File: src/rtl/fifo_pkg.sv
// ============================================================================
//  fifo_pkg
//  Shared pointer type and Gray/binary helpers for the async FIFO pointer blocks
//  Rev 1.0
// ============================================================================
`default_nettype none

package fifo_pkg;

    localparam int unsigned c_ADDR_WIDTH = 8;

    typedef logic [c_ADDR_WIDTH:0] ptr_t;

    function automatic ptr_t bin2gray(input ptr_t bin);
        return (bin >> 1) ^ bin;
    endfunction

    function automatic ptr_t gray2bin(input ptr_t gray);
        ptr_t bin;
        bin[c_ADDR_WIDTH] = gray[c_ADDR_WIDTH];
        for (int i = int'(c_ADDR_WIDTH) - 1; i >= 0; i--) begin
            bin[i] = bin[i+1] ^ gray[i];
        end
        return bin;
    endfunction

endpackage

`default_nettype wire

File: src/rtl/wr_ptr_full_if.sv
// ============================================================================
//  wr_ptr_full_if
//  Producer-side bundle of the write pointer/flag block
//  Rev 1.0
// ============================================================================
`default_nettype none

interface wr_ptr_full_if
    import fifo_pkg::*;
#(
    parameter int unsigned Addr_Width = c_ADDR_WIDTH
);
    logic                  wr_en;
    logic [Addr_Width:0]   rd_ptr_sync;
    logic                  overflow_clr;
    logic                  mem_we;
    logic [Addr_Width:0]   wr_addr;
    logic [Addr_Width:0]   wr_ptr;
    logic                  full;
    logic                  almost_full;
    logic [Addr_Width:0]   wr_level;
    logic                  wr_ack;
    logic                  overflow;

    modport master (
        output wr_en, rd_ptr_sync, overflow_clr,
        input  mem_we, wr_addr, wr_ptr, full, almost_full, wr_level, wr_ack, overflow
    );

    modport slave (
        input  wr_en, rd_ptr_sync, overflow_clr,
        output mem_we, wr_addr, wr_ptr, full, almost_full, wr_level, wr_ack, overflow
    );

endinterface

`default_nettype wire

File: src/rtl/gray2bin_conv.sv
// ============================================================================
//  gray2bin_conv
//  Combinational Gray-to-binary converter (XOR prefix chain from the MSB)
//  Rev 1.0
// ============================================================================
`default_nettype none

module gray2bin_conv #(
    parameter int unsigned WIDTH = 9
) (
    input  wire logic [WIDTH-1:0] gray_in,
    output logic      [WIDTH-1:0] bin_out
);

    always_comb begin
        bin_out            = '0;
        bin_out[WIDTH-1]   = gray_in[WIDTH-1];
        for (int i = int'(WIDTH) - 2; i >= 0; i--) begin
            bin_out[i] = bin_out[i+1] ^ gray_in[i];
        end
    end

endmodule

`default_nettype wire

File: src/rtl/wr_ptr_full.sv
// ============================================================================
//  wr_ptr_full
//  Write-domain binary/Gray pointer, full, level, almost_full and overflow
//  Rev 1.0
// ============================================================================
`default_nettype none

module wr_ptr_full
    import fifo_pkg::*;
#(
    parameter int unsigned Addr_Width   = c_ADDR_WIDTH,
    parameter int unsigned AFULL_THRESH = 2**Addr_Width - 4
) (
    input  wire logic      wr_clk,
    input  wire logic      wr_rstn,
    wr_ptr_full_if.slave   bus
);

    localparam logic [Addr_Width:0] c_AFULL_THRESH = (Addr_Width+1)'(AFULL_THRESH);

    logic [Addr_Width:0] r_wr_addr;
    logic [Addr_Width:0] r_wr_ptr;
    logic [Addr_Width:0] r_wr_level;
    logic                r_full;
    logic                r_almost_full;
    logic                r_wr_ack;
    logic                r_overflow;

    logic                w_accept;
    logic                w_wr_ovf;
    logic [Addr_Width:0] w_addr_next;
    logic [Addr_Width:0] w_ptr_next;
    logic [Addr_Width:0] w_level_next;
    logic [Addr_Width:0] w_rd_bin;
    logic [Addr_Width:0] w_rd_full_cmp;
    logic                w_full_next;
    ptr_t                w_gray_ext;

    gray2bin_conv #(
        .WIDTH (Addr_Width + 1)
    ) u_rd_g2b (
        .gray_in (bus.rd_ptr_sync),
        .bin_out (w_rd_bin)
    );

    assign w_accept     = bus.wr_en & ~r_full;
    assign w_wr_ovf     = bus.wr_en & r_full;
    assign w_addr_next  = r_wr_addr + {{Addr_Width{1'b0}}, w_accept};

    // Zero-extension to the package pointer width leaves the low Gray bits unchanged
    assign w_gray_ext   = bin2gray(ptr_t'(w_addr_next));
    assign w_ptr_next   = w_gray_ext[Addr_Width:0];

    // Full when the write side is exactly one lap ahead: top two Gray bits differ
    assign w_rd_full_cmp = {~bus.rd_ptr_sync[Addr_Width:Addr_Width-1],
                            bus.rd_ptr_sync[Addr_Width-2:0]};
    assign w_full_next   = (w_ptr_next == w_rd_full_cmp);
    assign w_level_next  = w_addr_next - w_rd_bin;

    always_ff @(posedge wr_clk or negedge wr_rstn) begin
        if (!wr_rstn) begin
            r_wr_addr     <= '0;
            r_wr_ptr      <= '0;
            r_wr_level    <= '0;
            r_full        <= 1'b0;
            r_almost_full <= 1'b0;
            r_wr_ack      <= 1'b0;
            r_overflow    <= 1'b0;
        end else begin
            r_wr_addr     <= w_addr_next;
            r_wr_ptr      <= w_ptr_next;
            r_wr_level    <= w_level_next;
            r_full        <= w_full_next;
            r_almost_full <= (w_level_next >= c_AFULL_THRESH);
            r_wr_ack      <= w_accept;
            // A fresh overflow in the clear cycle is kept
            r_overflow    <= bus.overflow_clr ? w_wr_ovf : (r_overflow | w_wr_ovf);
        end
    end

    assign bus.mem_we      = w_accept;
    assign bus.wr_addr     = r_wr_addr;
    assign bus.wr_ptr      = r_wr_ptr;
    assign bus.full        = r_full;
    assign bus.almost_full = r_almost_full;
    assign bus.wr_level    = r_wr_level;
    assign bus.wr_ack      = r_wr_ack;
    assign bus.overflow    = r_overflow;

endmodule

`default_nettype wire

File: src/flat_wrapper.sv
// flat-port wrapper written by rule: the top's interface ports become plain ports
module wr_ptr_full_flat import fifo_pkg::*;
#(
    parameter int unsigned Addr_Width   = c_ADDR_WIDTH,
    parameter int unsigned AFULL_THRESH = 2**Addr_Width - 4
)
  (wr_clk, wr_rstn, bus_wr_en, bus_rd_ptr_sync, bus_overflow_clr, bus_mem_we, bus_wr_addr, bus_wr_ptr, bus_full, bus_almost_full, bus_wr_level, bus_wr_ack, bus_overflow);
  wr_ptr_full_if #(.Addr_Width(Addr_Width)) bus_i ();
  input  wire logic wr_clk;
  input  wire logic wr_rstn;
  input wire logic [$bits(bus_i.wr_en)-1:0] bus_wr_en;
  input wire logic [$bits(bus_i.rd_ptr_sync)-1:0] bus_rd_ptr_sync;
  input wire logic [$bits(bus_i.overflow_clr)-1:0] bus_overflow_clr;
  output wire logic [$bits(bus_i.mem_we)-1:0] bus_mem_we;
  output wire logic [$bits(bus_i.wr_addr)-1:0] bus_wr_addr;
  output wire logic [$bits(bus_i.wr_ptr)-1:0] bus_wr_ptr;
  output wire logic [$bits(bus_i.full)-1:0] bus_full;
  output wire logic [$bits(bus_i.almost_full)-1:0] bus_almost_full;
  output wire logic [$bits(bus_i.wr_level)-1:0] bus_wr_level;
  output wire logic [$bits(bus_i.wr_ack)-1:0] bus_wr_ack;
  output wire logic [$bits(bus_i.overflow)-1:0] bus_overflow;
  assign bus_i.wr_en = bus_wr_en;
  assign bus_i.rd_ptr_sync = bus_rd_ptr_sync;
  assign bus_i.overflow_clr = bus_overflow_clr;
  assign bus_mem_we = bus_i.mem_we;
  assign bus_wr_addr = bus_i.wr_addr;
  assign bus_wr_ptr = bus_i.wr_ptr;
  assign bus_full = bus_i.full;
  assign bus_almost_full = bus_i.almost_full;
  assign bus_wr_level = bus_i.wr_level;
  assign bus_wr_ack = bus_i.wr_ack;
  assign bus_overflow = bus_i.overflow;
  wr_ptr_full #(.Addr_Width(Addr_Width), .AFULL_THRESH(AFULL_THRESH)) u_core (.wr_clk(wr_clk), .wr_rstn(wr_rstn), .bus(bus_i));
endmodule
File: config.mk
export PLATFORM = sky130hd
export DESIGN_NAME = wr_ptr_full_flat
export DESIGN_NICKNAME = d
export VERILOG_FILES = /design/src/rtl/fifo_pkg.sv /design/src/rtl/wr_ptr_full_if.sv /design/src/rtl/gray2bin_conv.sv /design/src/rtl/wr_ptr_full.sv /design/src/flat_wrapper.sv
export SDC_FILE = /design/constraint.sdc
export NUM_CORES = 1
export LEC_CHECK = 0
export ABC_AREA = 1
export BUFFER_PORTS_ARGS = -buffer_cell sky130_fd_sc_hd__buf_2
export CORE_MARGIN = 4
export CORE_UTILIZATION = 50
export DETAILED_ROUTE_END_ITERATION = 7
export PLACE_DENSITY = 0.75
export RECOVER_POWER = 50
export REMOVE_ABC_BUFFERS = 1
export SLEW_MARGIN = 20
export SYNTH_ARGS = -nofsm -noshare
export SYNTH_HDL_FRONTEND = slang
export SYNTH_SLANG_ARGS = --single-unit
File: constraint.sdc
create_clock -name wr_clk -period 2.7 [get_ports wr_clk]
set_input_delay 0.27 -clock wr_clk [delete_from_list [all_inputs] [get_ports wr_clk]]
set_output_delay 0.27 -clock wr_clk [all_outputs]
set_load 0.01 [all_outputs]
==> results.toml <==
[outcome]
outcome = "finished, violations left"
failed_checks = "capacitance limit, slew limit, setup timing"

[global_route]
antenna_found_initial = 0
grt_pass1_vias = 1525
grtUsageTotal = 0.1856
gr-total-overflow = 0
grt_pass1_wl_um = 6306
grt_max_degree = 31

[pwr]
p_leak_nw = 1.395
p_switching_mw = 1.496
power-per-cell-area_nw_per_um2 = 1185
fin_total_pwr_mw = 3.198
pwr-share-comb = 0.649
sw_frac_of_total = 0.4679
clkPwrFrac = 0.108
peakVddDrop_uv = 762.9
power.internal_mw = 1.702
seqPwrFrac = 0.242

[worst_setup_path]
critPathKind = "input port to register"
cpPeakStageDelay_ps = 360
cp_num_buf_inv = 4
cpLargestDelayFamily = "simple AND/OR/NAND/NOR gates"
crit_fanout = 3
cp-start-kind = "input port"
required_ps = 2880
crit_slowest_cell = "fa_2"
cp-end-kind = "register"
rr_startpoint = "u_core.bus.full"
crit_start = "bus_rd_ptr_sync[6]"
cp.arrival_ps = 2930
path_cells = "buf_4 > inv_2 > nand3_4 > nand2_4 > nand2_4 > nand3_4 > nand2_4 > nand2_4 > nand3_2 > nand3_2 > nand3_1 > nand2_1 > ha_2 > inv_2 > fa_2 > nand3_2 > nand3_2 > nand2_1 > nand2_1 > a21oi_2 > xor2_1 > inv_1 > nand4_1 > nand2_1"

[yosys]
post_synth_instance_area_um2 = 1837
yosys-top-cells-area = "dfrtp_1, nand2_1, nand3_1"
synth_seq_cells = 30
ys_warn_count = 0
syn_inst = 225
yosysTopAreaCell = "dfrtp_1"
avgSynthCellArea_um2 = 8.163
yosysUniqueCellTypes = 20
ys_seq_area_frac = 0.4087
yosysTopAreaCellShare = 0.4087

[route]
antenna_left = 0
route.detailed.drc = 0
post_drt_wl_per_cell_um = 15.57
drt_iter0_drc = 122
drtPass1Iterations = 4
viasPerCell = 5.383
vias = 1868
totalWireLength_um = 5403

[timing]
slew_viol_final = 31
final.setup.worst_slack_ps = -54.88
setup_viol = 1
slew_headroom = -0.04947
tightest_slew_ps = 1574
grt_setup_unrepaired = "yes"
finalHoldViolCount = 0
post-route-period-util = 1.020
fmax_ghz = 0.3630
period_minus_slack_ps = 2755
fin_skew_ps = 8.061

[cells_and_area]
final_cell_area_um2 = 2699
syn2layout_area_growth_pct = 46.93
drive_above_1_share = 0.4352
nets = 325
antenna_cells = 0

[placement]
gp_congestion = 0.8597
io_buffers = 44
dp_hpwl_um = 3104
place_area_um2 = 2242

[floorplan]
core_area_um2 = 3442
io_pins = 45
rows = 21
die_x_um = 68.61
die_area_um2 = 4707
start_util = 0.5336
die-height_um = 68.61

[clocking]
numClockSinks = 30
cts_buffers = 5
cts_tree = "done"
root_buffer = "clkbuf_8"
path_clk_slew_ps = 60
cts.htree.levels = 2
cts_buffer_depth = 2
clock_latency_ps = 290

[flow_run]
drv_cap = 1

[hold_path]
holdCritStartpoint = "bus_overflow_clr"
hold_class = "input port to register"
## power groups by stage
stage          registers (mW)  clock network [mW]  logic, mW
2_1_floorplan           0.882                   0       1.04
6_report                0.774               0.347       2.08
4_1_cts                 0.765               0.351       1.79
5_1_grt                 0.797               0.370       2.30
3_5_place_dp            0.772                   0       1.77
3_3_place_gp            0.772                   0       1.73
## state kept, by name, indices dropped and copies added (netlist names)
signal                  count
u_core.bus.almost_full      1
u_core.bus.wr_level         9
u_core.bus.wr_addr          9
u_core.bus.wr_ptr           8
u_core.bus.overflow         1
u_core.bus.full             1
u_core.bus.wr_ack           1
## cells by family after synthesis
kind of cell    share of synthesized area
simple gates                       0.3147
compound gates                    0.02724
buf+inv                           0.08175
fa+ha+maj                         0.07902
flops                              0.4087
xor+xnor                          0.08856
## path summary, 6_finish.rpt
kind,to,slack (ps),cells after the start
min in group asynchronous,u_core.bus.wr_level[4],370,1
worst min register to register,u_core.bus.overflow,520,2
worst min-delay path,u_core.bus.overflow,170,2
worst max register to register,u_core.bus.almost_full,110,14
worst max-delay path,u_core.bus.almost_full,-50,24
max in group asynchronous,u_core.bus.wr_ptr[0],1420,1
## routing by layer
metal	global-route usage	wire [µm]	up-vias
met4	0.08189	197	0
li1	-	-	858
met5	0	0	-
met1	0.2266	2208	897
met2	0.3027	2542	88
met3	0.05348	454	25
## cell usage after synthesis
master	instances
inv_2	6
nor3_2	2
xor2_2	3
inv_1	32
xnor2_1	2
a21oi_1	7
nand2_2	12
or2_2	1
nor2_1	7
ha_1	10
xor2_1	11
nand2_1	57
nand3_1	29
buf_4	1
dfrtp_1	30
nor2_2	2
fa_1	1
o21ai_0	3
nand4_1	3
nand3_2	6
## area by class of cell
class / instances / area [µm²]
multi-input cells: 156 / 1225
clock buffers: 5 / 68.82
repair buffers: 70 / 431.7
flip-flops and latches: 30 / 750.7
clock inverters: 2 / 10.01
fillers: 231 / 743.2
well taps: 46 / 57.56
inverters: 38 / 155.1
## per-stage QoR
step	utilization	setup WS, ps	hold slack [ps]	cells	TNS (ps)
2_1_floorplan	-	14.40	-25.59	224	0
3_3_place_gp	0.6514	-126.5	330.7	332	-146.6
3_5_place_dp	0.6514	-343.4	335.7	332	-681.4
4_1_cts	0.6776	5.614	26.93	339	0
5_1_grt	0.7841	-165.9	170.1	347	-258.5
6_report	0.7841	-54.88	173.9	347	-54.88
## what timing repair did
| item | 4_1_cts | 5_1_grt |
|---|---|---|
| gates resized for setup | 3 | 67 |
| hold endpoints to repair | 0 | 0 |
| pin swaps | 0 | 20 |
| setup endpoints to repair | 1 | 4 |
| hold buffers | 0 | 0 |
| buffers inserted | 0 | 8 |
## cell usage in the layout, fill, tap and decap left out, types with 9 or more instances in the layout
master / n
nand2_1: 49
buf_2: 28
xor2_1: 9
nand3_4: 10
nand2_4: 9
clkbuf_1: 13
buf_4: 26
dfrtp_1: 30
nand2_2: 11
inv_1: 30
nand3_2: 10
nand3_1: 15
(Power assumes the default switching activity.)
